`src/rtl/sobel_rgb_stream_pkg.sv`:
```
`default_nettype none
// ------------------------------------------------------------------
// sobel_pkg : FSM encodings and arithmetic constants for the Sobel
//             RGB edge stream.                              rev 1.0
// ------------------------------------------------------------------
package sobel_pkg;

   typedef enum logic [1:0] {
      ST_IDLE  = 2'd0,
      ST_REQ   = 2'd1,
      ST_RUN   = 2'd2,
      ST_FLUSH = 2'd3
   } state_t;

   localparam logic [7:0] GRAY_COEF_R = 8'd77;
   localparam logic [7:0] GRAY_COEF_G = 8'd150;
   localparam logic [7:0] GRAY_COEF_B = 8'd29;
   localparam int         MAG_MAX     = 255;
   localparam int         LAT_OFS     = 4;

   // Coefficients sum to 256, so the 16-bit sum never overflows.
   function automatic logic [7:0] rgb2gray(input logic [23:0] rgb);
      logic [15:0] acc;
      acc = 16'(GRAY_COEF_R) * 16'(rgb[23:16])
          + 16'(GRAY_COEF_G) * 16'(rgb[15:8])
          + 16'(GRAY_COEF_B) * 16'(rgb[7:0]);
      return acc[15:8];
   endfunction

   function automatic logic [9:0] wsum(input logic [7:0] a,
                                       input logic [7:0] b,
                                       input logic [7:0] c);
      return {2'b00, a} + {1'b0, b, 1'b0} + {2'b00, c};
   endfunction

endpackage
`default_nettype wire

```
`src/rtl/sobel_rgb_stream_line_buf.sv`:
```
`default_nettype none
// ------------------------------------------------------------------
// line_buf : WIDTH x 8 circular buffer; dout is the sample written
//            WIDTH writes ago (same column, previous line). rev 1.0
// ------------------------------------------------------------------
module line_buf #(
   parameter int WIDTH = 128
) (
   input  logic       clk,
   input  logic       xrst,
   input  logic       we_i,
   input  logic [7:0] din_i,
   output logic [7:0] dout_o
);

   localparam int AW = (WIDTH > 1) ? $clog2(WIDTH) : 1;

   logic [7:0]    mem_q [WIDTH];
   logic [AW-1:0] ptr_q;

   assign dout_o = mem_q[ptr_q];

   always_ff @(posedge clk or negedge xrst) begin
      if (!xrst) begin
         ptr_q <= '0;
      end else if (we_i) begin
         ptr_q <= (ptr_q == AW'(WIDTH - 1)) ? '0 : ptr_q + 1'b1;
      end
   end

   always_ff @(posedge clk) begin
      if (we_i) begin
         mem_q[ptr_q] <= din_i;
      end
   end

endmodule
`default_nettype wire

```
`src/rtl/sobel_rgb_stream.sv`:
```
`default_nettype none
// ------------------------------------------------------------------
// sobel_rgb_stream : RGB frame in, 3x3 Sobel magnitude frame out as
//                    replicated {mag,mag,mag}.              rev 1.0
// ------------------------------------------------------------------
module sobel_rgb_stream
   import sobel_pkg::*;
#(
   parameter int WIDTH  = 128,
   parameter int HEIGHT = 128
) (
   input  logic        clk,
   input  logic        xrst,
   input  logic [23:0] pixel_in,
   output logic        rcv_req,
   input  logic        rcv_ack,
   output logic [23:0] pixel_out,
   input  logic        snd_req,
   output logic        snd_ack
);

   localparam int PIXEL_NUM = WIDTH * HEIGHT;
   localparam int LAT       = WIDTH + LAT_OFS;
   localparam int CW        = $clog2(PIXEL_NUM + 1);
   localparam int XW        = (WIDTH > 1) ? $clog2(WIDTH) : 1;
   localparam int YW        = (HEIGHT > 1) ? $clog2(HEIGHT) : 1;
   localparam int DW        = $clog2(LAT);

   state_t         state_q;
   logic           in_valid_q;
   logic           gvalid_q;
   logic [CW-1:0]  in_cnt_q;
   logic [DW-1:0]  dly_q;
   logic           oact_q;
   logic           fin_q;
   logic [XW-1:0]  ox_q;
   logic [YW-1:0]  oy_q;
   logic           snd_ack_q;
   logic [23:0]    pixel_out_q;

   logic [7:0]     gray_q;
   logic [7:0]     win_q [3][3];
   logic [7:0]     lb0_out;
   logic [7:0]     lb1_out;

   logic           accept_d;
   logic           border_d;
   logic signed [10:0] gx_d;
   logic signed [10:0] gy_d;
   logic [10:0]    abs_x_d;
   logic [10:0]    abs_y_d;
   logic [11:0]    mag_sum_d;
   logic [7:0]     mag_d;

   assign rcv_req   = (state_q == ST_REQ);
   assign snd_ack   = snd_ack_q;
   assign pixel_out = pixel_out_q;

   // Acks beyond one frame are dropped so a late upstream cannot overrun.
   assign accept_d = rcv_ack && ((state_q == ST_REQ) ||
                     ((state_q == ST_RUN) && (in_cnt_q != CW'(PIXEL_NUM))));

   assign border_d = (ox_q == '0) || (ox_q == XW'(WIDTH - 1)) ||
                     (oy_q == '0) || (oy_q == YW'(HEIGHT - 1));

   line_buf #(.WIDTH(WIDTH)) u_lb0 (
      .clk    (clk),
      .xrst   (xrst),
      .we_i   (gvalid_q),
      .din_i  (gray_q),
      .dout_o (lb0_out)
   );

   line_buf #(.WIDTH(WIDTH)) u_lb1 (
      .clk    (clk),
      .xrst   (xrst),
      .we_i   (gvalid_q),
      .din_i  (lb0_out),
      .dout_o (lb1_out)
   );

   // Data path is unreset; border masking keeps stale samples off the output.
   always_ff @(posedge clk) begin
      if (in_valid_q) begin
         gray_q <= rgb2gray(pixel_in);
      end
      if (gvalid_q) begin
         for (int r = 0; r < 3; r++) begin
            win_q[r][0] <= win_q[r][1];
            win_q[r][1] <= win_q[r][2];
         end
         win_q[0][2] <= lb1_out;
         win_q[1][2] <= lb0_out;
         win_q[2][2] <= gray_q;
      end
   end

   always_comb begin
      gx_d = $signed({1'b0, wsum(win_q[0][2], win_q[1][2], win_q[2][2])})
           - $signed({1'b0, wsum(win_q[0][0], win_q[1][0], win_q[2][0])});
      gy_d = $signed({1'b0, wsum(win_q[2][0], win_q[2][1], win_q[2][2])})
           - $signed({1'b0, wsum(win_q[0][0], win_q[0][1], win_q[0][2])});
      abs_x_d   = gx_d[10] ? -gx_d : gx_d;
      abs_y_d   = gy_d[10] ? -gy_d : gy_d;
      mag_sum_d = {1'b0, abs_x_d} + {1'b0, abs_y_d};
      mag_d     = (mag_sum_d > 12'(MAG_MAX)) ? 8'(MAG_MAX) : mag_sum_d[7:0];
   end

   always_ff @(posedge clk or negedge xrst) begin
      if (!xrst) begin
         state_q     <= ST_IDLE;
         in_valid_q  <= 1'b0;
         gvalid_q    <= 1'b0;
         in_cnt_q    <= '0;
         dly_q       <= '0;
         oact_q      <= 1'b0;
         fin_q       <= 1'b0;
         ox_q        <= '0;
         oy_q        <= '0;
         snd_ack_q   <= 1'b0;
         pixel_out_q <= '0;
      end else begin
         in_valid_q  <= accept_d;
         gvalid_q    <= in_valid_q;
         snd_ack_q   <= 1'b0;
         pixel_out_q <= '0;
         case (state_q)
            ST_IDLE: begin
               in_cnt_q <= '0;
               dly_q    <= '0;
               oact_q   <= 1'b0;
               fin_q    <= 1'b0;
               ox_q     <= '0;
               oy_q     <= '0;
               if (snd_req) begin
                  state_q <= ST_REQ;
               end
            end
            ST_REQ: begin
               if (accept_d) begin
                  in_cnt_q <= in_cnt_q + 1'b1;
                  state_q  <= ST_RUN;
               end
            end
            default: begin
               if (accept_d) begin
                  in_cnt_q <= in_cnt_q + 1'b1;
               end
               if ((state_q == ST_RUN) && in_valid_q && (in_cnt_q == CW'(PIXEL_NUM))) begin
                  state_q <= ST_FLUSH;
               end
               if ((state_q == ST_FLUSH) && fin_q) begin
                  state_q <= ST_IDLE;
               end
               // Output timing counts from the first RUN cycle (pixel 0 valid).
               if (!oact_q && !fin_q) begin
                  if (dly_q == DW'(LAT - 2)) begin
                     snd_ack_q <= 1'b1;
                     oact_q    <= 1'b1;
                  end else begin
                     dly_q <= dly_q + 1'b1;
                  end
               end
               if (oact_q) begin
                  pixel_out_q <= border_d ? 24'h0 : {mag_d, mag_d, mag_d};
                  if (ox_q == XW'(WIDTH - 1)) begin
                     ox_q <= '0;
                     if (oy_q == YW'(HEIGHT - 1)) begin
                        oact_q <= 1'b0;
                        fin_q  <= 1'b1;
                     end else begin
                        oy_q <= oy_q + 1'b1;
                     end
                  end else begin
                     ox_q <= ox_q + 1'b1;
                  end
               end
            end
         endcase
      end
   end

endmodule
`default_nettype wire

```
`config.mk`:
```
export PLATFORM = sky130hd
export DESIGN_NAME = sobel_rgb_stream
export DESIGN_NICKNAME = d
export VERILOG_FILES = /design/src/rtl/sobel_rgb_stream_pkg.sv /design/src/rtl/sobel_rgb_stream_line_buf.sv /design/src/rtl/sobel_rgb_stream.sv
export SDC_FILE = /design/constraint.sdc
export NUM_CORES = 2
export LEC_CHECK = 0
export CAP_MARGIN = 20
export CORE_MARGIN = 4
export CORE_UTILIZATION = 50
export CTS_CLUSTER_DIAMETER = 30
export CTS_CLUSTER_SIZE = 40
export DETAILED_ROUTE_END_ITERATION = 10
export PLACE_DENSITY = 0.68
export SYNTH_ARGS = -nofsm -noshare
export SYNTH_HDL_FRONTEND = slang
export SYNTH_SLANG_ARGS = --single-unit
```
`constraint.sdc`:
```
create_clock -name clk -period 11.7 [get_ports clk]
set_clock_uncertainty 0.2 [all_clocks]
set_input_delay 2.34 -clock clk [delete_from_list [all_inputs] [get_ports clk]]
set_output_delay 2.34 -clock clk [all_outputs]
set_load 0.02 [all_outputs]
```
; ---- Yosys cells after proc, flatten, opt, wreduce, memory -nomap -nowiden
; Memory sizes are Yosys's and may differ from the RTL's.
; Cells that the tools add are included.
[word_totals]
memories = 3
in_bits = 28
register_bits = 90
mem_bits_rw = 2120
latch_bits = 0
romBits = 0
[memory_table]
columns = name, depth, width, read_ports, rd_ports_with_merged_regs, write_ports, line
row1 = u_lb0.mem_q, 128, 8, 1, 0, 1, sobel_rgb_stream_line_buf.sv:18  ; logic [7:0] mem_q [WIDTH];
row2 = u_lb1.mem_q, 128, 8, 1, 0, 1, sobel_rgb_stream_line_buf.sv:18
row3 = win_q, 3, 24, 3, 0, 3, sobel_rgb_stream.sv:42  ; logic [7:0] win_q [3][3];
[classes]
div_mod_pow = 0
n_bitwise = 1
n_mul = 3
n_eq_ne = 14
shifts = 0
order_cmp = 1
n_mux = 40
add_sub_neg = 21
n_reduce_logical = 27
[op_table]
columns = cell, n
row1 = 24-bit two-way mux, 3
row2 = 7-bit two-way mux, 7
row3 = 10-bit by 8-bit adder with 10-bit output, 4
row4 = 8-bit by 9-bit adder with 10-bit output, 4
row5 = "7-bit by 8-bit multiplier with 15-bit output, first input constant", 2
row6 = 15-bit two-way mux, 2
row7 = "7-bit by 1-bit adder with 7-bit output, second input constant", 4
row8 = "7-bit == test, second input constant", 4
row9 = 7-bit one-hot mux with 2 select lines, 2
row10 = 8-bit two-way mux, 3
row11 = 11-bit two-way mux, 2
row12 = 11-bit negator, 2
row13 = 10-bit by 10-bit subtractor with 11-bit output, 2
row14 = 15-bit by 16-bit adder with 16-bit output, 1
row15 = 16-bit by 13-bit adder with 16-bit output, 1
row16 = 8-bit one-hot mux with 2 select lines, 1
row17 = "15-bit by 1-bit adder with 15-bit output, second input constant", 1
row18 = "15-bit == test, second input constant", 1
row19 = "15-bit != test, second input constant", 1
row20 = 7-bit logical NOT, 2
row21 = "5-bit by 8-bit multiplier with 13-bit output, first input constant", 1
row22 = 1-bit two-way mux, 13
row23 = 11-bit by 11-bit adder with 12-bit output, 1
row24 = "12-bit by 8-bit greater-than comparator with 1-bit output, second input constant", 1
row25 = 20 further kinds, 42

; ---- Logic depth before layout (Yosys ltp)
; An unclocked memory read counts as a cell.
[logic_depth]
word_depth = 12
depth_mapped = 25

; ---- Cells and area by module
; Synthesis repeated with hierarchy kept, for this count alone.
[hier_totals]
hier_cells = 5912
area_unflattened_um2 = 92727.7
[by_module_without_submodules]
columns = mod, cells_per_inst, area_per_inst_um2, instances
row1 = line_buf, 2413, 40620.2, 2
row2 = sobel_rgb_stream, 1086, 11487.3, 1

; ---- Worst setup path after synthesis
; OpenSTA, ideal clock, no wires.
[synth_timing]
path_type = reg-to-reg
start = register u_lb0.ptr_q[1]
end = memory u_lb1.mem_q[0][4] (data pin)
synth_period_minus_slack_ns = 12.034
setup_ns = 1.807
n_path_buf = 4
arrival_ns = 10.027
stages_incl_launch_ff = 11
path_slack_ns = -0.334
path_cell_list = dfrtp_1 buf_6 buf_8 buf_6 nor2_1 buf_2 a221oi_1 o221a_2 a311oi_1 a31oi_1 o311ai_0
[synth_via]
elab_chain_len = 1
[synth_lines]
columns = element, line
row1 = start: declaration, sobel_rgb_stream_line_buf.sv:19  ; logic [AW-1:0] ptr_q;
row2 = start signal: assignment, sobel_rgb_stream_line_buf.sv:27  ; ptr_q <= (ptr_q == AW'(WIDTH - 1)) ? '0 : ptr_q + 1'b1;
row3 = memory 128 x 8 bit, --
row4 = named net lb0_out[4], sobel_rgb_stream.sv:43  ; logic [7:0] lb0_out;
row5 = end: declaration, sobel_rgb_stream_line_buf.sv:18
; The timed path passes the listed nets, and every way through them passes these cells.

; ---- Worst setup path in the final report
[layout_timing]
start = input port pixel_in[11]
end = register gray_q[6] (data pin)
[layout_via]
elab_chain_len = 3
[layout_lines]
columns = element, line
row1 = start: declaration, sobel_rgb_stream.sv:14  ; input logic [23:0] pixel_in,
row2 = 7-bit by 8-bit multiplier with 15-bit output, sobel_rgb_stream_pkg.sv:25  ; + 16'(GRAY_COEF_G) * 16'(rgb[15:8])
row3 = 15-bit by 16-bit adder with 16-bit output, sobel_rgb_stream_pkg.sv:25
row4 = 16-bit by 13-bit adder with 16-bit output, sobel_rgb_stream_pkg.sv:26  ; + 16'(GRAY_COEF_B) * 16'(rgb[7:0]);
row5 = end signal: assignment, sobel_rgb_stream.sv:85  ; gray_q <= rgb2gray(pixel_in);
row6 = end: declaration, sobel_rgb_stream.sv:41  ; logic [7:0] gray_q;
; No other way between the ends.
; A chain may end at the register's enable or synchronous reset.

==> results.cfg <==
[run_status]
status = finished clean

[sta]
setup-tns-final_ns = 0
setup_viol = 0
worstMarginPinSlew_ns = 1.183
slew_viol_final = 0
fin_crit_sh_pct = 70.78
rsz0062_at_grt = no
relSlewSlack_pct = 20.70
timing.fmax_ghz = 0.1207
hold_violations = 0
finalCriticalPeriod_ns = 8.282

[critical_path]
crit_path_max_incr_delay_ns = 0.55
critPathMaxFanout = 4
worstPathRequired_ns = 12.16
crit_type = input pin to register
slowest_stage = or4_1
critPathMostFrequentCell = ha_1
end_kind = register
cp.arrival_ns = 8.74
cp-start-kind = input pin

[hold_path]
hold_path.class = register to register

[floorplan]
die_y_um = 437.8
dieArea_um2 = 191700
coreArea_um2 = 183500
start_util_pct = 50.34
die_width_um = 437.8
fp-row-count = 157
io_pins = 54

[cts]
cts_hold_buf = 0
cts.clk_slew.worst_paths_ns = 0.04
cts.sinks = 2194
cts_resized = 0
numCtsBuffers = 420
cts_htree_levels = 5
post_cts_buffers = 0
clk_latency_ns = 0.99
cts.path.max_buffers = 4
clockRootBuffer = clkbuf_16
cts_tree = done

[synth]
synth_area_um2 = 92360
ys_ff_latch = 2194
ys_warn_count = 0
synth_cell_types = 89
ys_seq_area_share_pct = 70.98
synth_top_area_share_pct = 69.19
ys.flop_type = edfxtp_1
synth-edff-count = 2128
synth_fp_nets = 5778
yosysTopAreaCell = edfxtp_1
syn_inst = 5501
ys_async_sr_fraction_pct = 3.008
syn_avg_cell_area_um2 = 16.79
yosys-top-cells-area = edfxtp_1, mux4_2, fa_1

[route]
antenna_left = 0
drc = 0
vias = 53590
first_pass_iters = 8
via_per_inst = 6.252
wl_per_cell_um = 28.38
wirelength_um = 243300
drtIter0Drc = 6923

[global_route]
grt_pass1_wl_um = 360200
antenna_found_initial = 4
grt_pass1_vias = 54360
track_usage_pct = 25.14
grt_max_degree = 119
overflow = 0

[finish]
drive_gt1_share_pct = 20.13
design_area_um2 = 109300
fin_util_pct = 59.59
areaGrowthSynthToFinish_pct = 18.37
fin_nets = 6049

[placed_design]
hpwl_um = 139700
place.port_buffers = 53
routabilityCongestion = 0.9022
placed_cell_area_um2 = 95340

[run]
cap_violations = 0
cell usage in the layout, fill, tap and decap left out, types with 19 or more instances in the layout:
master,instances
o22ai_1,58
ha_1,131
clkinv_4,29
bufinv_16,58
clkdlybuf4s50_1,52
fa_1,118
a221o_1,37
a22o_1,27
buf_4,118
a22oi_1,81
nand3_1,46
dfrtp_1,57
inv_1,249
edfxtp_1,2128
a31oi_1,25
clkinvlp_4,44
clkbuf_1,56
nor2_1,449
nand2_1,231
clkinv_2,66
mux2i_1,165
xor2_1,30
o21ai_0,128
nor2b_1,19
mux4_2,212
xnor2_1,51
o221ai_1,30
clkinv_1,59
clkbuf_16,426
a21oi_1,146
mux2_2,175
a221oi_1,229
nor3_1,29
path summary, 6_finish.rpt:
path	cells after the start	from	to	slack, ns
worst min-delay path	0	win_q[0][34]$_DFFE_PP_	win_q[0][42]$_DFFE_PP_	0.22
max in group asynchronous	2	xrst	u_lb0.ptr_q[1]$_DFFE_PN0P_	9.61
worst max register to register	23	win_q[0][52]$_DFFE_PP_	pixel_out[21]$_DFF_PN0_	4.89
worst min register to register	0	win_q[0][34]$_DFFE_PP_	win_q[0][42]$_DFFE_PP_	0.22
worst max-delay path	25	pixel_in[11]	gray_q[6]$_DFFE_PP_	3.42
min in group asynchronous	1	xrst	in_cnt_q[6]$_DFFE_PN0P_	1.06
cell usage after synthesis (48+ instances only):
cell,n
inv_1,252
edfxtp_1,2128
nand2_1,231
mux2_2,175
ha_1,131
xnor2_1,51
o22ai_1,58
buf_4,55
dfrtp_1,66
a221oi_1,229
fa_1,118
nand3_1,48
clkbuf_1,105
o21ai_0,128
mux4_2,212
buf_2,118
a22oi_1,81
a21oi_1,146
mux2i_1,165
nor2_1,455
area by class of cell:
type	instances	area [um^2]
Antenna cell	2	5.005
Clock buffer	484	10900
Clock inverter	271	3032
Fill cell	13360	74150
Inverter	257	969.7
Multi-Input combinational cell	2722	24200
Sequential cell	2194	65580
Tap cell	2464	3083
Timing Repair Buffer	177	1562
metrics by stage:
step / std cells / hold WS [ns] / setup WS, ns
2_1_floorplan: 5501 / 0.2003 / 3.089
3_3_place_gp: 7812 / 0.2012 / 2.517
3_5_place_dp: 7812 / 0.2054 / 2.504
4_1_cts: 8567 / 0.2159 / 3.450
5_1_grt: 8569 / 0.2198 / 3.160
6_report: 8571 / 0.2163 / 3.418
worst max-delay path: cells and delay by family:
family | cells | cell delay (ns)
AND/OR/NAND/NOR | 5 | 0.95
AO/OA/AOI/OAI | 5 | 1.03
buffers and inverters | 5 | 0.67
adder cells (fa/ha/maj) | 10 | 3.72
per-layer routing:
metal / routed length, um / track usage, % / share of wire, %
met2: 112800 / 38.75 / 46
met3: 26950 / 6.371 / 11
met5: 12 / 0 / 0.0049
met1: 92010 / 34.22 / 38
met4: 11480 / 10.87 / 4.7
state kept, by name, indices dropped and copies added (netlist names), 2 cells and up:
signal,flops
u_lb0.mem_q,1024
u_lb1.mem_q,1024
win_q,72
in_cnt_q,15
dly_q,8
gray_q,8
pixel_out,8
ox_q,7
oy_q,7
u_lb0.ptr_q,7
u_lb1.ptr_q,7
state_q,2
cells by family (layout without fill, tap and decap cells):
logic type	count (synthesis)	count (layout)	synth area share (%)
AOI/OAI and AO/OA	933	933	7.492
and+or+nand+nor	900	900	4.209
other	0	2	0
adders and majority gates	249	249	4.332
DFF	2194	2194	70.98
xor gates and xnor gates	81	81	0.7681
muxes	559	559	9.246
buffers and inverters	585	1189	2.976
Power is not shown: default switching activity piles up to over one toggle a cycle in this logic, so the estimate is an artifact.
